## config.mk

```make
export PLATFORM = sky130hd
export DESIGN_NAME = hazard_scoreboard_unit
export DESIGN_NICKNAME = d
export VERILOG_FILES = /design/src/rtl/hazard_pkg.sv /design/src/rtl/hazard_sb_entry.sv /design/src/rtl/hazard_scoreboard_unit.sv
export SDC_FILE = /design/constraint.sdc
export NUM_CORES = 1
export LEC_CHECK = 0
export ABC_CLOCK_PERIOD_IN_PS = 4180
export CORE_ASPECT_RATIO = 1.5
export CORE_UTILIZATION = 45
export DETAILED_ROUTE_END_ITERATION = 6
export PLACE_DENSITY = 0.65
export SETUP_SLACK_MARGIN = 0.5
export SLEW_MARGIN = 20
export SYNTH_ARGS = -nofsm -noshare
export SYNTH_HDL_FRONTEND = slang
export SYNTH_SLANG_ARGS = --single-unit
```

## constraint.sdc

```tcl
create_clock -name clk_i -period 4.18 [get_ports clk_i]
set_clock_uncertainty 0.05 [all_clocks]
set_input_delay 0.627 -clock clk_i [delete_from_list [all_inputs] [get_ports clk_i]]
set_output_delay 0.627 -clock clk_i [all_outputs]
set_load 0.005 [all_outputs]
```

## src/rtl/hazard_pkg.sv

```systemverilog
// Shared op-class encoding, default latencies and counter sizing for the ID-stage hazard scoreboard.
package hazard_pkg;

  typedef enum logic [1:0] {
    OPC_ALU  = 2'd0,
    OPC_LOAD = 2'd1,
    OPC_MDU  = 2'd2,
    OPC_RSVD = 2'd3
  } opClass_e;

  localparam int DEF_LOAD_LAT = 1;
  localparam int DEF_MDU_LAT  = 4;

  // Counter width able to hold the longest latency that can be written into an entry.
  function automatic int cntWidth(input int loadLat, input int mduLat);
    int maxLat;
    maxLat = (loadLat > mduLat) ? loadLat : mduLat;
    return $clog2(maxLat + 1);
  endfunction

endpackage

```

## src/rtl/hazard_sb_entry.sv

```systemverilog
// One scoreboard countdown: load on issue, count down to zero, hold on freeze, async clear.
module hazard_sb_entry #(
  parameter int CW = 3
) (
  input  logic          clk,
  input  logic          rstN,
  input  logic          freeze,
  input  logic          load,
  input  logic [CW-1:0] loadVal,
  output logic          busy
);

  logic [CW-1:0] cnt;

  // NOTE: non-blocking assignments so every entry updates from the same pre-edge view of the pipeline.
  // NOTE: entries are plain flops with async clear (not a RAM), so reset wipes every pending hazard at once.
  always_ff @(posedge clk or negedge rstN) begin
    if (!rstN) begin
      cnt <= '0;
    end else if (!freeze) begin
      if (load) begin
        cnt <= loadVal;
      end else if (cnt != '0) begin
        cnt <= cnt - 1'b1;
      end
    end
  end

  assign busy = (cnt != '0);

endmodule

```

## src/rtl/hazard_scoreboard_unit.sv

```systemverilog
// ID-stage interlock: per-register countdown scoreboard plus MDU occupancy, producing PC/IF_ID hold and ID/EX bubble.
module hazard_scoreboard_unit
  import hazard_pkg::*;
#(
  parameter int REG_ADDR_W = 5,
  parameter int NUM_SRC    = 2,
  parameter int LOAD_LAT   = DEF_LOAD_LAT,
  parameter int MDU_LAT    = DEF_MDU_LAT,
  parameter int ZERO_REG   = 1
) (
  input  logic                          clk_i,
  input  logic                          rst_i,
  input  logic                          id_valid_i,
  input  logic [NUM_SRC*REG_ADDR_W-1:0] id_src_addr_i,
  input  logic [NUM_SRC-1:0]            id_src_used_i,
  input  logic [REG_ADDR_W-1:0]         id_dst_addr_i,
  input  logic                          id_dst_we_i,
  input  logic [1:0]                    id_op_class_i,
  input  logic                          mem_stall_i,
  input  logic                          flush_i,
  output logic                          PC_Stall_o,
  output logic                          IF_ID_Stall_o,
  output logic                          stall_o,
  output logic [NUM_SRC-1:0]            hazard_src_o,
  output logic                          mdu_busy_o
);

  localparam int            NUM_REGS = 2 ** REG_ADDR_W;
  localparam int            CW       = cntWidth(LOAD_LAT, MDU_LAT);
  localparam logic [CW-1:0] LOAD_VAL = CW'(LOAD_LAT);
  localparam logic [CW-1:0] MDU_VAL  = CW'(MDU_LAT);

  opClass_e            opClass;
  logic                isLoad, isMdu, trackLoad;
  logic                dstTracked, writeIssue, mduLoad, mduBusy;
  logic [CW-1:0]       dstLoadVal;
  logic [NUM_REGS-1:0] regBusy;
  logic [NUM_SRC-1:0]  raw;
  logic                waw, strc, hz, issue;

  // Reserved class 2'd3 falls through both compares and behaves as ALU.
  assign opClass   = opClass_e'(id_op_class_i);
  assign isLoad    = (opClass == OPC_LOAD);
  assign isMdu     = (opClass == OPC_MDU);
  assign trackLoad = isLoad && (LOAD_LAT > 0);

  for (genvar i = 0; i < NUM_SRC; i++) begin : gSrc
    logic [REG_ADDR_W-1:0] srcAddr;
    assign srcAddr = id_src_addr_i[i*REG_ADDR_W +: REG_ADDR_W];
    assign raw[i]  = id_valid_i & id_src_used_i[i] & regBusy[srcAddr];
  end

  assign waw   = id_valid_i & id_dst_we_i & regBusy[id_dst_addr_i];
  assign strc  = id_valid_i & isMdu & mduBusy;
  assign hz    = (|raw) | waw | strc;
  assign issue = id_valid_i & ~hz & ~flush_i & ~mem_stall_i;

  assign PC_Stall_o    = hz & ~flush_i;
  assign IF_ID_Stall_o = hz & ~flush_i;
  assign stall_o       = hz & ~flush_i;
  assign hazard_src_o  = raw & {NUM_SRC{~flush_i}};
  assign mdu_busy_o    = mduBusy;

  // Only long-latency producers claim an entry; ALU results are fully forwardable.
  assign dstTracked = !((ZERO_REG != 0) && (id_dst_addr_i == '0));
  assign writeIssue = issue & id_dst_we_i & dstTracked & (trackLoad | isMdu);
  assign mduLoad    = writeIssue & isMdu;
  assign dstLoadVal = isMdu ? MDU_VAL : LOAD_VAL;

  for (genvar r = 0; r < NUM_REGS; r++) begin : gReg
    if ((ZERO_REG != 0) && (r == 0)) begin : gZero
      assign regBusy[r] = 1'b0;
    end else begin : gCnt
      hazard_sb_entry #(.CW(CW)) uEntry (
        .clk    (clk_i),
        .rstN   (rst_i),
        .freeze (mem_stall_i),
        .load   (writeIssue && (id_dst_addr_i == REG_ADDR_W'(r))),
        .loadVal(dstLoadVal),
        .busy   (regBusy[r])
      );
    end
  end

  hazard_sb_entry #(.CW(CW)) uMduEntry (
    .clk    (clk_i),
    .rstN   (rst_i),
    .freeze (mem_stall_i),
    .load   (mduLoad),
    .loadVal(MDU_VAL),
    .busy   (mduBusy)
  );

endmodule
```

==> metrics.txt <==
Main synth FF type dfrtp_1; Reg clk slew, reported paths 70 ps; vias in the first global route 6231; run status finished clean; final core utilization 52.5%; Seq/Total Area, Yosys 31.6%; placed insts 1092; CP startpoint id_src_addr_i[5]; Period minus WS final 3560 ps; Global Route Usage Sum 23.1%; Final setup viols 0; Crit Path Max Fanout 7; setup slack, reg-to-reg 890 ps; ANT cells 0; Cell Area, Synth 7610 µm²; routed length per instance 17.0 µm; CTS Buffer Depth 2; row cnt 57; unrepaired setup endpoints after global routing false; post-synth cell types 58; Top delay family on crit path buffers and inverters; Sw Share 40.6%; Setup crit end kind primary output; clk_lat worst skew 360 ps; min-delay worst type reg -> reg; area delta synth->final 13.2%; Critical Path AT 2890 ps; Final Worst Setup Slack 618 ps; final slew viol count 0; EDFF count, synth 0; met1 wire length 8180 µm; H-tree depth 3; grt ovf 0; Buf/Inv on CP 4; detailed-route via count 6516; Cell Count, Final, Fillers Out 1123; Synth Register Bits 96; CTS tree done; Yosys warnings 0; Worst-Margin Slew 897 ps; largest net degree at the start of global routing 91; WL met3 661 µm; kind of critical path in -> out; P_sw 2.18 mW; critical path cell sequence clkdlybuf4s50_1, buf_6, mux4_2, mux2i_1, mux2i_1, a211o_1, buf_4, nor2_1, dlygate4sd2_1; first-pass GRT wire length 31500 µm; Worst R2R Start gReg[28].gCnt.uEntry.cnt[0]; setup TNS 0 ps; post-synthesis cell count 885; RR Endpoint gReg[27].gCnt.uEntry.cnt[2]; Non-Filler Cell Area, Final 8610 µm²; min-delay src uMduEntry.cnt[1]; initial antenna violation count 0; core area 16400 µm²; post-detail-place hpwl 13700 µm; uppermost layer routed met4; Fmax 281 MHz; Placed Area 8080 µm²; Critical-path top delay cell mux4_2; R2R depth 12; CP Launch Type input port; placer congestion estimate 0.908; Initial Utilization 46.4%; Comb power frac 53.5%; CP required 3500 ps; Final Hold Viols 0; first drt pass iteration count 5; Post-Place Setup Slack 207 ps; die area 17400 µm²; CP peak stage delay 510 ps; Root Driver clkbuf_16; WHS Path Cells 2; wirelength, routed 19100 µm; # DRC 0; Int Power 3.20 mW; Die Ht 161 µm; Flop pwr share 31.4%; clock sinks 96; Ports 31; cell leakage power 3.94 nW; Vias/cell 5.80; Max IR drop VDD 0.288 mV; clock power share 15.1%; Met2 Routed Length 9710 µm; Num CTS Buffers 9; worst rel slew slack 40.0%; mean post-synth cell area 8.60 µm²; most used cell, CP mux2i_1; FFs w/ async S/R, synth 100%; Max-Cap Viols 0; Nets 1002; Min-Delay Endpoint uMduEntry.cnt[1]; Antenna Nets Post-Route 0; Tcrit/Tclk final 85.2%; Iter 0 DRT Violations 460; I/O Buffers 30; Die W 108 µm; Pwr Density 625 nW/µm²; Post-Syn Nets 975; share of layout cells above drive strength 1 15.9%
-- layout make-up --
class	count	area (µm²)
clock buffers	9	225
clock inverters	7	55.1
fillers	1582	7790
inverters	100	375
multi-input cells	629	4660
flip-flops and latches	96	2400
well taps	206	258
repair buffers	76	643
-- flip-flops by register name, indices dropped and copies added, names as in the netlist --
register and flops:
gReg.gCnt.uEntry.cnt 93, uMduEntry.cnt 3
-- kinds of logic after synthesis --
kind of cell | after synthesis | synth area share (%)
muxes | 67 | 11.7
buffers and inverters | 160 | 9.34
AOI/OAI and AO/OA | 220 | 19.9
DFF | 96 | 31.6
and+or+nand+nor | 277 | 16.8
adders and majority gates | 65 | 10.7
-- metal layers --
| metal | vias up | GRT usage (%) |
|---|---|---|
| li1 | 3199 | - |
| met1 | 3145 | 28.4 |
| met2 | 139 | 40.4 |
| met3 | 33 | 2.95 |
| met4 | 0 | 9.15 |
| met5 | - | 0 |
-- worst max-delay path by stage --
stage / cells after the start / slack [ps] / endpoint
6_report: 9 / 620 / hazard_src_o[1]
5_1_grt: 9 / 550 / hazard_src_o[1]
4_1_cts: 11 / 520 / stall_o
3_5_place_dp: 10 / 210 / stall_o
3_3_place_gp: 10 / 240 / stall_o
2_1_floorplan: 11 / 1050 / PC_Stall_o
-- through the flow --
stage               power, mW  hold slack (ps)
floorplan                3.78              281
global placement         4.33              371
detailed placement       4.41              375
CTS                      5.33              449
global route             5.92              499
finish                   5.38              455
-- power by group through the flow --
stage,Combinational [mW],Sequential [mW],Clock (mW)
2_1_floorplan,2.13,1.64,0
3_3_place_gp,2.63,1.69,0
3_5_place_dp,2.70,1.71,0
4_1_cts,2.82,1.69,0.825
5_1_grt,3.30,1.76,0.863
6_report,2.88,1.69,0.814
-- cells in the mapped netlist, drive strengths merged (7+ instances only) --
master  number  area (µm²)
o31ai       11        96.3
dfrtp       96        2400
clkbuf      28         105
or2         13        81.3
ha          65         813
inv        100         375
nand2b       8        50.1
mux4        17         383
or3          7        43.8
nand3        9        45.0
buf         32         230
nand2       94         360
nor2        64         240
a31oi        9        56.3
a31o        17         149
mux2i       44         440
nor3        62         320
a21oi       62         314
o211a        9        90.1
o21ai       49         245
o211ai      37         278
-- layout by cell type, fill, tap and decap left out, drive strengths merged, types with 7 or more instances in the layout --
| master | n |
|---|---|
| a31oi | 9 |
| mux4 | 17 |
| a31o | 17 |
| clkdlybuf4s50 | 18 |
| nor3 | 62 |
| nand3 | 9 |
| nand2b | 8 |
| ha | 65 |
| or3 | 7 |
| mux2i | 44 |
| a21oi | 62 |
| o31ai | 11 |
| dfrtp | 96 |
| o211ai | 37 |
| o21ai | 49 |
| inv | 103 |
| buf | 47 |
| or2 | 13 |
| o211a | 9 |
| clkbuf | 12 |
| nor2 | 64 |
| nand2 | 94 |
-- worst reg2reg max path: stages (launching register included) --
cell and delay (ps):
dfrtp_1 360, inv_1 70, ha_2 210, ha_4 190, mux4_2 460, or2_1 240, a41oi_2 260, a21oi_4 70
buf_4 150, o2111ai_2 500, buf_4 320, o21ai_0 120, a31o_1 190
-- what timing repair did --
action / in CTS / in global routing
hold buffers: 1 / 0
hold endpoints to repair: 1 / 0
pin swaps: 5 / 9
buffers inserted: 2 / 12
setup endpoints to repair: 5 / 3
gates resized for setup: 40 / 20
Note: power is estimated with default switching activity, not from simulation.
